File: src/rtl/interrupt_claim_complete.sv
// Claim/complete unit: gateways, best-ID selection and bus access
// to the pending words and claim/complete register.
module interrupt_claim_complete #(
  parameter int N_interrupts = 32
) (
  input  logic                      clk,
  input  logic                      n_rst,
  input  logic [N_interrupts-1:0]   interrupt_requests,
  input  logic [N_interrupts-1:0]   interrupt_masks,
  input  logic [32*N_interrupts-1:0] interrupt_priority_regs,
  input  logic [31:0]               pending_addr,
  input  logic [31:0]               claim_complete_addr,
  input  logic [31:0]               addr,
  input  logic                      ren,
  input  logic                      wen,
  input  logic [31:0]               wdata,
  output logic [31:0]               rdata,
  output logic                      addr_valid,
  output logic                      interrupt_service_request
);

  localparam int IW = $clog2(N_interrupts + 1);
  localparam int NW = (N_interrupts + 32) / 32;
  localparam int PW = NW * 32;

  logic [N_interrupts-1:0] pending;
  logic [N_interrupts-1:0] in_service;
  logic [N_interrupts-1:0] claim_vec;
  logic [N_interrupts-1:0] done_vec;
  logic [N_interrupts-1:0] eligible;
  logic [IW-1:0]           best_id;
  logic [IW-1:0]           best_nxt;
  logic [31:0]             best_prio;
  logic                    found;
  logic [PW-1:0]           pend_flat;
  logic [31:0]             offset;
  logic                    cc_hit;
  logic                    pend_hit;
  logic                    claim;
  logic                    complete_wr;

  assign cc_hit      = (addr == claim_complete_addr);
  assign offset      = addr - pending_addr;
  assign pend_hit    = (offset < 32'(4 * NW));
  assign addr_valid  = cc_hit | pend_hit;
  assign claim       = ren & cc_hit & (best_id != '0);
  assign complete_wr = wen & cc_hit;

  assign interrupt_service_request = (best_id != '0);

  always_comb begin
    claim_vec = '0;
    done_vec  = '0;
    for (int i = 0; i < N_interrupts; i++) begin
      claim_vec[i] = claim && (best_id == IW'(i + 1));
      done_vec[i]  = complete_wr && (wdata == 32'(i + 1))
                     && in_service[i];
    end
  end

  // The source being claimed this cycle must not win again next cycle.
  assign eligible = pending & ~interrupt_masks & ~claim_vec;

  always_comb begin
    best_nxt  = '0;
    best_prio = '0;
    found     = 1'b0;
    for (int i = 0; i < N_interrupts; i++) begin
      if (eligible[i] && (!found ||
          interrupt_priority_regs[i*32 +: 32] > best_prio)) begin
        found     = 1'b1;
        best_prio = interrupt_priority_regs[i*32 +: 32];
        best_nxt  = IW'(i + 1);
      end
    end
  end

  always_comb begin
    pend_flat                 = '0;
    pend_flat[N_interrupts:1] = pending;
  end

  always_comb begin
    rdata = '0;
    if (cc_hit) begin
      rdata = 32'(best_id);
    end else if (pend_hit) begin
      for (int k = 0; k < NW; k++) begin
        if (offset >= 32'(4 * k) && offset < 32'(4 * k + 4))
          rdata = pend_flat[k*32 +: 32];
      end
    end
  end

  // Gateway uses the old in_service, so a completion re-pends one edge later.
  always_ff @(posedge clk or negedge n_rst) begin
    if (!n_rst) begin
      pending    <= '0;
      in_service <= '0;
      best_id    <= '0;
    end else begin
      pending    <= (pending & ~claim_vec)
                  | (interrupt_requests & ~pending & ~in_service);
      in_service <= (in_service & ~done_vec) | claim_vec;
      best_id    <= best_nxt;
    end
  end

endmodule

File: config.mk
export PLATFORM = sky130hd
export DESIGN_NAME = interrupt_claim_complete
export DESIGN_NICKNAME = d
export VERILOG_FILES = /design/src/rtl/interrupt_claim_complete.sv
export SDC_FILE = /design/constraint.sdc
export NUM_CORES = 2
export LEC_CHECK = 0
export BUFFER_PORTS_ARGS = -buffer_cell sky130_fd_sc_hd__buf_2
export CAP_MARGIN = 5
export CORE_AREA = 4 4 486 488
export CTS_BUF_LIST = sky130_fd_sc_hd__clkbuf_16
export CTS_CLUSTER_SIZE = 14
export DETAILED_ROUTE_END_ITERATION = 10
export DIE_AREA = 0 0 490 492
export HOLD_SLACK_MARGIN = 0.02
export REMOVE_ABC_BUFFERS = 1
export SETUP_SLACK_MARGIN = 0.15
export SLEW_MARGIN = 0
export SYNTH_ARGS = -nofsm -noshare
export SYNTH_HDL_FRONTEND = slang
export SYNTH_SLANG_ARGS = --single-unit
File: constraint.sdc
create_clock -name clk -period 176 [get_ports clk]
set_clock_uncertainty 0.1 [all_clocks]
set_input_delay 17.6 -clock clk [delete_from_list [all_inputs] [get_ports clk]]
set_output_delay 17.6 -clock clk [all_outputs]
set_load 0.05 [all_outputs]
# Yosys cells after proc, flatten, opt, wreduce, memory -nomap -nowiden
# Index checks and enable logic that the tools add are counted.
dict set report op_classes {
  n_lt_le_gt_ge 35
  add_sub_neg 1
  muxes 98
  n_reduce_logical 192
  bitwise_logic 17
  eq_ne 65
}
# op count
set ops {}
lappend ops {{$mux 32} 35}
lappend ops {{$gt 32x32->1} 31}
lappend ops {{$eq 32x5->1 const B} 16}
lappend ops {{$eq 32x4->1 const B} 8}
lappend ops {{$and 32x32->32} 6}
lappend ops {{$mux 6} 31}
lappend ops {{$not 32->32} 5}
lappend ops {{$logic_and 1x1->1} 129}
lappend ops {{$eq 32x3->1 const B} 4}
lappend ops {{$eq 6x5->1 const B} 16}
lappend ops {{$eq 32x2->1 const B} 2}
lappend ops {{$or 32x32->32} 2}
lappend ops {{$eq 6x4->1 const B} 8}
lappend ops {{$eq 32x1->1 const B} 1}
lappend ops {{$eq 32x32->1} 1}
lappend ops {{$eq 32x6->1 const B} 1}
lappend ops {{$ge 32x1->1 const B} 1}
lappend ops {{$ge 32x3->1 const B} 1}
lappend ops {{$lt 32x3->1 const B} 1}
lappend ops {{$lt 32x4->1 const B} 1}
lappend ops {{$mux 1} 32}
lappend ops {{$sub 32x32->32} 1}
lappend ops {{$logic_not 1->1} 31}
lappend ops {{$logic_or 1x1->1} 31}
lappend ops {{other kinds (7)} 13}
dict set report word_totals {
  input_bits 1220
  register_bits 70
  output_inout_bits 34
}

# Depth between registers and ports, before layout
dict set report logic_depth {
  word_depth 131
  depth_mapped 546
  depth_no_buf 496
}

# Worst setup path after synthesis
# OpenSTA, ideal clock, no wires.
dict set report synth_path {
  path_kind {input-to-reg}
  startpoint {input claim_complete_addr[14]}
  endpoint {register best_id[1]}
  path_slack_ps 73951
  stages 528
  t_arrival_ps 101867
  path_cell_list {xor2_1 > nor4_2 > nand4_4 > nor3_4 > a31oi_4 > clkbuf_1 > nand2_1 > ha_1 > nor2b_1 > o211ai_1 > a2111oi_0 > or4b_1 > a22oi_1 > a21oi_1 > clkbuf_1 > o21ai_0 > inv_1 > ha_1 > [492 not listed] > ha_1 > a21oi_1 > nor2b_1 > o21ai_0 > nand2b_1 > a21oi_1 > nor2b_1 > o21ai_0 > nand2b_1 > a21oi_1 > o31ai_1 > a21o_1 > a221oi_1 > a31oi_1 > a21oi_1 > nor4bb_1 > clkbuf_1 > a31oi_1}
}
dict set report synth_between {
  elab_chain_len 131
  elab_cells_between_ends 254
  cone_classes {order compare: 31; eq/ne: 1; mux: 93; bitwise: 4; reduce/logical: 125}
}
# item line_no
set synth_rtl {}
lappend synth_rtl {{from (decl)} 12} ;# input logic [31:0] claim_complete_addr,
lappend synth_rtl {{$eq 32x32->1 (*)} 42} ;# assign cc_hit = (addr == claim_complete_addr);
lappend synth_rtl {{$and 1x1->1 (*) (2 in a row)} 46} ;# assign claim = ren & cc_hit & (best_id != '0);
lappend synth_rtl {{$logic_and 1x1->1} 55} ;# claim_vec[i] = claim && (best_id == IW'(i + 1));
lappend synth_rtl {{$not 32->32 (*)} 62} ;# assign eligible = pending & ~interrupt_masks & ~claim_vec;
lappend synth_rtl {{$and 32x32->32 (*)} 62}
lappend synth_rtl {{$mux 32 / $mux 1 (equally long branches)} 69} ;# if (eligible[i] && (!found ||
lappend synth_rtl {{$gt 32x32->1 / $logic_not 1->1 (equally long branches)} {70, 69}}
lappend synth_rtl {{$logic_or 1x1->1} 69}
lappend synth_rtl {{[115 not listed]} n/a}
lappend synth_rtl {{$logic_or 1x1->1} 69}
lappend synth_rtl {{$logic_and 1x1->1} 69}
lappend synth_rtl {{$mux 32 / $mux 1 (equally long branches)} 69}
lappend synth_rtl {{$gt 32x32->1 / $logic_not 1->1 (equally long branches)} {70, 69}}
lappend synth_rtl {{$logic_or 1x1->1} 69}
lappend synth_rtl {{$logic_and 1x1->1} 69}
lappend synth_rtl {{$mux 6 (*)} 69}
lappend synth_rtl {{via best_nxt[1]} 32} ;# logic [IW-1:0] best_nxt;
lappend synth_rtl {{to (signal assigned)} 105} ;# best_id <= best_nxt;
lappend synth_rtl {{to (decl)} 31} ;# logic [IW-1:0] best_id;
# The timed path passes the listed nets; every way through them passes the cells marked *.

# Final worst setup path
dict set report layout_path {
  startpoint {input claim_complete_addr[26]}
  endpoint {register best_id[2]}
}
# Same word-level chain as after synthesis.

==> impl_metrics.csv <==
group,metric,value,unit
worst_setup_path,critical_path.endpoint_type,"flip-flop",
layout,mostFrequentLayoutCell,"sky130_fd_sc_hd__buf_2",
clocking,cts-buffers-inserted,9,
synthesis,ys.warnings.count,0,
min_path,hold_critical_path_endpoint,"pending[31]",
timing,relSlewSlack,21.03,%
drt,routedWlPerCell,29.47,um
drt,dr.pass1.iters,9,
place,port_buffers,1253,
worst_setup_path,slowest_stage_delay_on_critical_path,0.81,ns
worst_setup_path,critical_path.slowest_cell,"sky130_fd_sc_hd__a21o_2",
clocking,maximum_level_of_the_cts_h_tree,3,
layout,final_cell_mix,"sky130_fd_sc_hd__buf_2 (1252), sky130_fd_sc_hd__ha_1 (999), sky130_fd_sc_hd__inv_1 (632)",
worst_setup_path,timing.reg2reg.setup_slack,72.95,ns
drt,drc,0,
drt,dr.first_iter.drc_count,5028,
drt,postRouteWirelength,303.6,mm
synthesis,asyncSetResetFlopFracSynth,100.0,%
place,gp_congestion,1.055,
clocking,clk_pin_slew,0.07,ns
run_status,run_status,"finished, final reports clean",
min_path,hp-class,"flip-flop to flip-flop",
synthesis,synth.mux.area_fraction,9.125,%
global_routing,maximum_number_of_pins_on_one_net_before_global_route_repair,68,
synthesis,yosysSeqAreaShare,3.913,%
die,die-width,490,um
synthesis,synth_simple_gate_area_share,20.97,%
worst_setup_path,timing.setup.critical_path_class,"input port to flip-flop",
die,core_area,0.2319,mm2
global_routing,first_global_vias,49817,
timing,whs,0.3643,ns
timing,timing.setup.tns,0,ns
timing,timing_hold_violations_final,0,
clocking,clock_sink_count,70,
synthesis,synth-seq-cells,70,
synthesis,synthesized_netlist_cell_count,6068,
job,max-cap-violations,0,
timing,timing.final.setup_violations,0,
clocking,number_of_cells_upsized_or_downsized_after_cts,0,
drt,viasPerCell,5.159,
drt,residual_antenna_violating_net_count_after_detailed_routing,0,
layout,syn2layout_area_growth,22.54,%
global_routing,grt.overflow.total,0,
global_routing,grt_first_pass_wirelength,406.8,mm
layout,ratio_of_cells_with_drive_above_1_in_the_final_layout,23.65,%
timing,fmaxAchievable,0.008307,GHz
worst_setup_path,cp_common_cell,"sky130_fd_sc_hd__a21oi_1",
die,placementRows,177,
worst_setup_path,worstPathArrival,120.51,ns
clocking,tritoncts,"built",
die,die_area,0.2411,mm2
timing,grt_setup_unrepaired,"no",
min_path,worstHoldPathCells,1,
die,num_ports,1254,
synthesis,synth_xor_xnor_area_share,1.252,%
worst_setup_path,worst-r2r-cell-count,491,
synthesis,synth_compound_area_share,28.77,%
synthesis,synth.cell_area,0.04477,mm2
synthesis,synth-edff-count,0,
worst_setup_path,crit_fanout,67,
die,die_h,492,um
layout,fin_nets,9373,
min_path,hold_start,"in_service[31]",
timing,post-route-period-util,68.40,%
clocking,post_cts.repair.setup_buffers,0,
global_routing,grt_antenna_before_repair,285,
timing,slew_violations,0,
clocking,clk_path_buf_depth,2,
timing,timing_worst_slew_pin_value,1.177,ns
layout,fillerInstances,26244,
die,effective_utilization_at_floorplan,19.31,%
synthesis,post_synthesis_adder_cell_area_fraction,27.99,%
synthesis,syn_avg_cell_area,7.378,um2
clocking,cts_hold_fix_bufs,0,
synthesis,combinational_family_with_the_most_area_after_synthesis,"compound AO/OA/AOI/OAI gates",
layout,finish.utilization,23.66,%
place,place.detailed.hpwl,276.6,mm
timing,finalCriticalPeriod,120.38,ns
synthesis,synthDistinctLibCells,118,
clocking,root_buffer,"sky130_fd_sc_hd__clkbuf_16",
worst_setup_path,cp_data_required_time,176.13,ns
global_routing,track_usage,23.86,%
clocking,clock_latency,0.41,ns
worst_setup_path,worst_setup_path_start_kind,"input port",
worst_setup_path,timing.rr.end,"best_id[2]",
drt,route.vias.total,53147,
synthesis,synth-main-ff-cell,"sky130_fd_sc_hd__dfrtp_1",
worst_setup_path,worstReg2RegStart,"best_id[5]",
==> area by class of cell <==
type                            instances  area, um2  share of cell area, %
Tap cell                             3043       3807                  6.941
Clock buffer                            9      225.2                 0.4106
Timing Repair Buffer                 1317       6754                  12.31
Multi-Input combinational cell       5123      39620                  72.23
Antenna cell                          101      252.7                 0.4607
Clock inverter                          7      67.56                 0.1232
Sequential cell                        70       1752                  3.193
Inverter                              632       2372                  4.325
==> synth_stat cells, types with 20 or more instances <==
| master | number | area share [%] |
|---|---|---|
| sky130_fd_sc_hd__and3_1 | 55 | 0.77 |
| sky130_fd_sc_hd__ha_1 | 999 | 28 |
| sky130_fd_sc_hd__o22ai_1 | 37 | 0.52 |
| sky130_fd_sc_hd__nor2b_1 | 105 | 1.5 |
| sky130_fd_sc_hd__o21ai_1 | 39 | 0.44 |
| sky130_fd_sc_hd__a21boi_0 | 20 | 0.34 |
| sky130_fd_sc_hd__a21o_1 | 316 | 5.3 |
| sky130_fd_sc_hd__o31ai_4 | 27 | 1.3 |
| sky130_fd_sc_hd__a31oi_1 | 93 | 1.3 |
| sky130_fd_sc_hd__nor2_1 | 410 | 3.4 |
| sky130_fd_sc_hd__xor2_1 | 46 | 0.90 |
| sky130_fd_sc_hd__nand3b_1 | 50 | 0.84 |
| sky130_fd_sc_hd__mux2_2 | 197 | 5.0 |
| sky130_fd_sc_hd__o21a_1 | 127 | 2.1 |
| sky130_fd_sc_hd__clkbuf_1 | 160 | 1.3 |
| sky130_fd_sc_hd__nor3_1 | 127 | 1.4 |
| sky130_fd_sc_hd__nand2_1 | 381 | 3.2 |
| sky130_fd_sc_hd__and2_1 | 71 | 0.99 |
| sky130_fd_sc_hd__or2_2 | 24 | 0.34 |
| sky130_fd_sc_hd__nand4_1 | 199 | 2.8 |
| sky130_fd_sc_hd__nand2b_1 | 104 | 1.5 |
| sky130_fd_sc_hd__o211ai_1 | 57 | 0.96 |
| sky130_fd_sc_hd__nor4_1 | 38 | 0.53 |
| sky130_fd_sc_hd__inv_1 | 632 | 5.3 |
| sky130_fd_sc_hd__or3_1 | 45 | 0.63 |
| sky130_fd_sc_hd__a21oi_1 | 424 | 4.7 |
| sky130_fd_sc_hd__a21boi_1 | 29 | 0.49 |
| sky130_fd_sc_hd__nand3_1 | 121 | 1.4 |
| sky130_fd_sc_hd__mux2i_1 | 182 | 4.1 |
| sky130_fd_sc_hd__a221oi_2 | 25 | 0.84 |
| sky130_fd_sc_hd__o31ai_1 | 21 | 0.35 |
| sky130_fd_sc_hd__o21ai_0 | 338 | 3.8 |
| sky130_fd_sc_hd__and4_1 | 23 | 0.45 |
| sky130_fd_sc_hd__a211oi_1 | 62 | 1.0 |
| sky130_fd_sc_hd__dfrtp_1 | 70 | 3.9 |
| sky130_fd_sc_hd__o221ai_1 | 61 | 1.2 |
| sky130_fd_sc_hd__a22o_1 | 37 | 0.72 |
| sky130_fd_sc_hd__buf_2 | 22 | 0.25 |
==> stage by stage <==
step,instances,setup slack [ns],instance area (um2)
2_1_floorplan,5825,48.32,43570
3_3_place_gp,10185,59.09,54310
3_5_place_dp,10185,57.31,54310
4_1_cts,10201,57.43,54600
5_1_grt,10237,46.94,54690
6_report,10302,55.62,54860
==> flip-flops by register name (all words and copies together) (netlist names) <==
register	cells
in_service	32
best_id	6
pending	32
==> critical path: cells and delay by family <==
kind,cells,cell delay (ns)
AO/OA/AOI/OAI,263,53.71
multiplexers,14,5.58
buffers and inverters,45,12.90
AND/OR/NAND/NOR,139,21.26
adder cells (fa/ha/maj),31,8.72
XOR/XNOR,1,0.15
==> cell families (layout without fill, tap and decap cells) <==
logic type      after synthesis  count (layout)
simple gates               1808            1808
other cells                   0             101
buf+inv                     875            1965
mux                         382             382
flops                        70              70
compound gates             1868            1868
fa+ha+maj                  1001            1001
xor+xnor                     64              64
==> metal layers <==
| metal | vias up | share of wire [%] | global-route usage (%) | wire (um) |
|---|---|---|---|---|
| li1 | 24794 | - | - | - |
| met1 | 24907 | 43 | 30.84 | 129100 |
| met2 | 2718 | 43 | 37.75 | 131800 |
| met3 | 588 | 9.7 | 6.937 | 29530 |
| met4 | 140 | 4.1 | 8.104 | 12350 |
| met5 | - | 0.29 | 0 | 873 |
==> how the worst max path moves through the flow <==
stage / start / to / slack [ns] / depth (start not counted)
3_5_place_dp: claim_complete_addr[26] / best_id[2] / 57.31 / 496
3_3_place_gp: claim_complete_addr[26] / best_id[3] / 59.09 / 495
6_report: claim_complete_addr[26] / best_id[2] / 55.62 / 493
2_1_floorplan: claim_complete_addr[14] / best_id[0] / 48.32 / 456
4_1_cts: claim_complete_addr[26] / best_id[2] / 57.43 / 497
5_1_grt: claim_complete_addr[26] / best_id[1] / 46.94 / 501
Power is left out: the tool's default activity adds up to more than one toggle a clock period on the data nets, which glitch-free logic cannot reach.
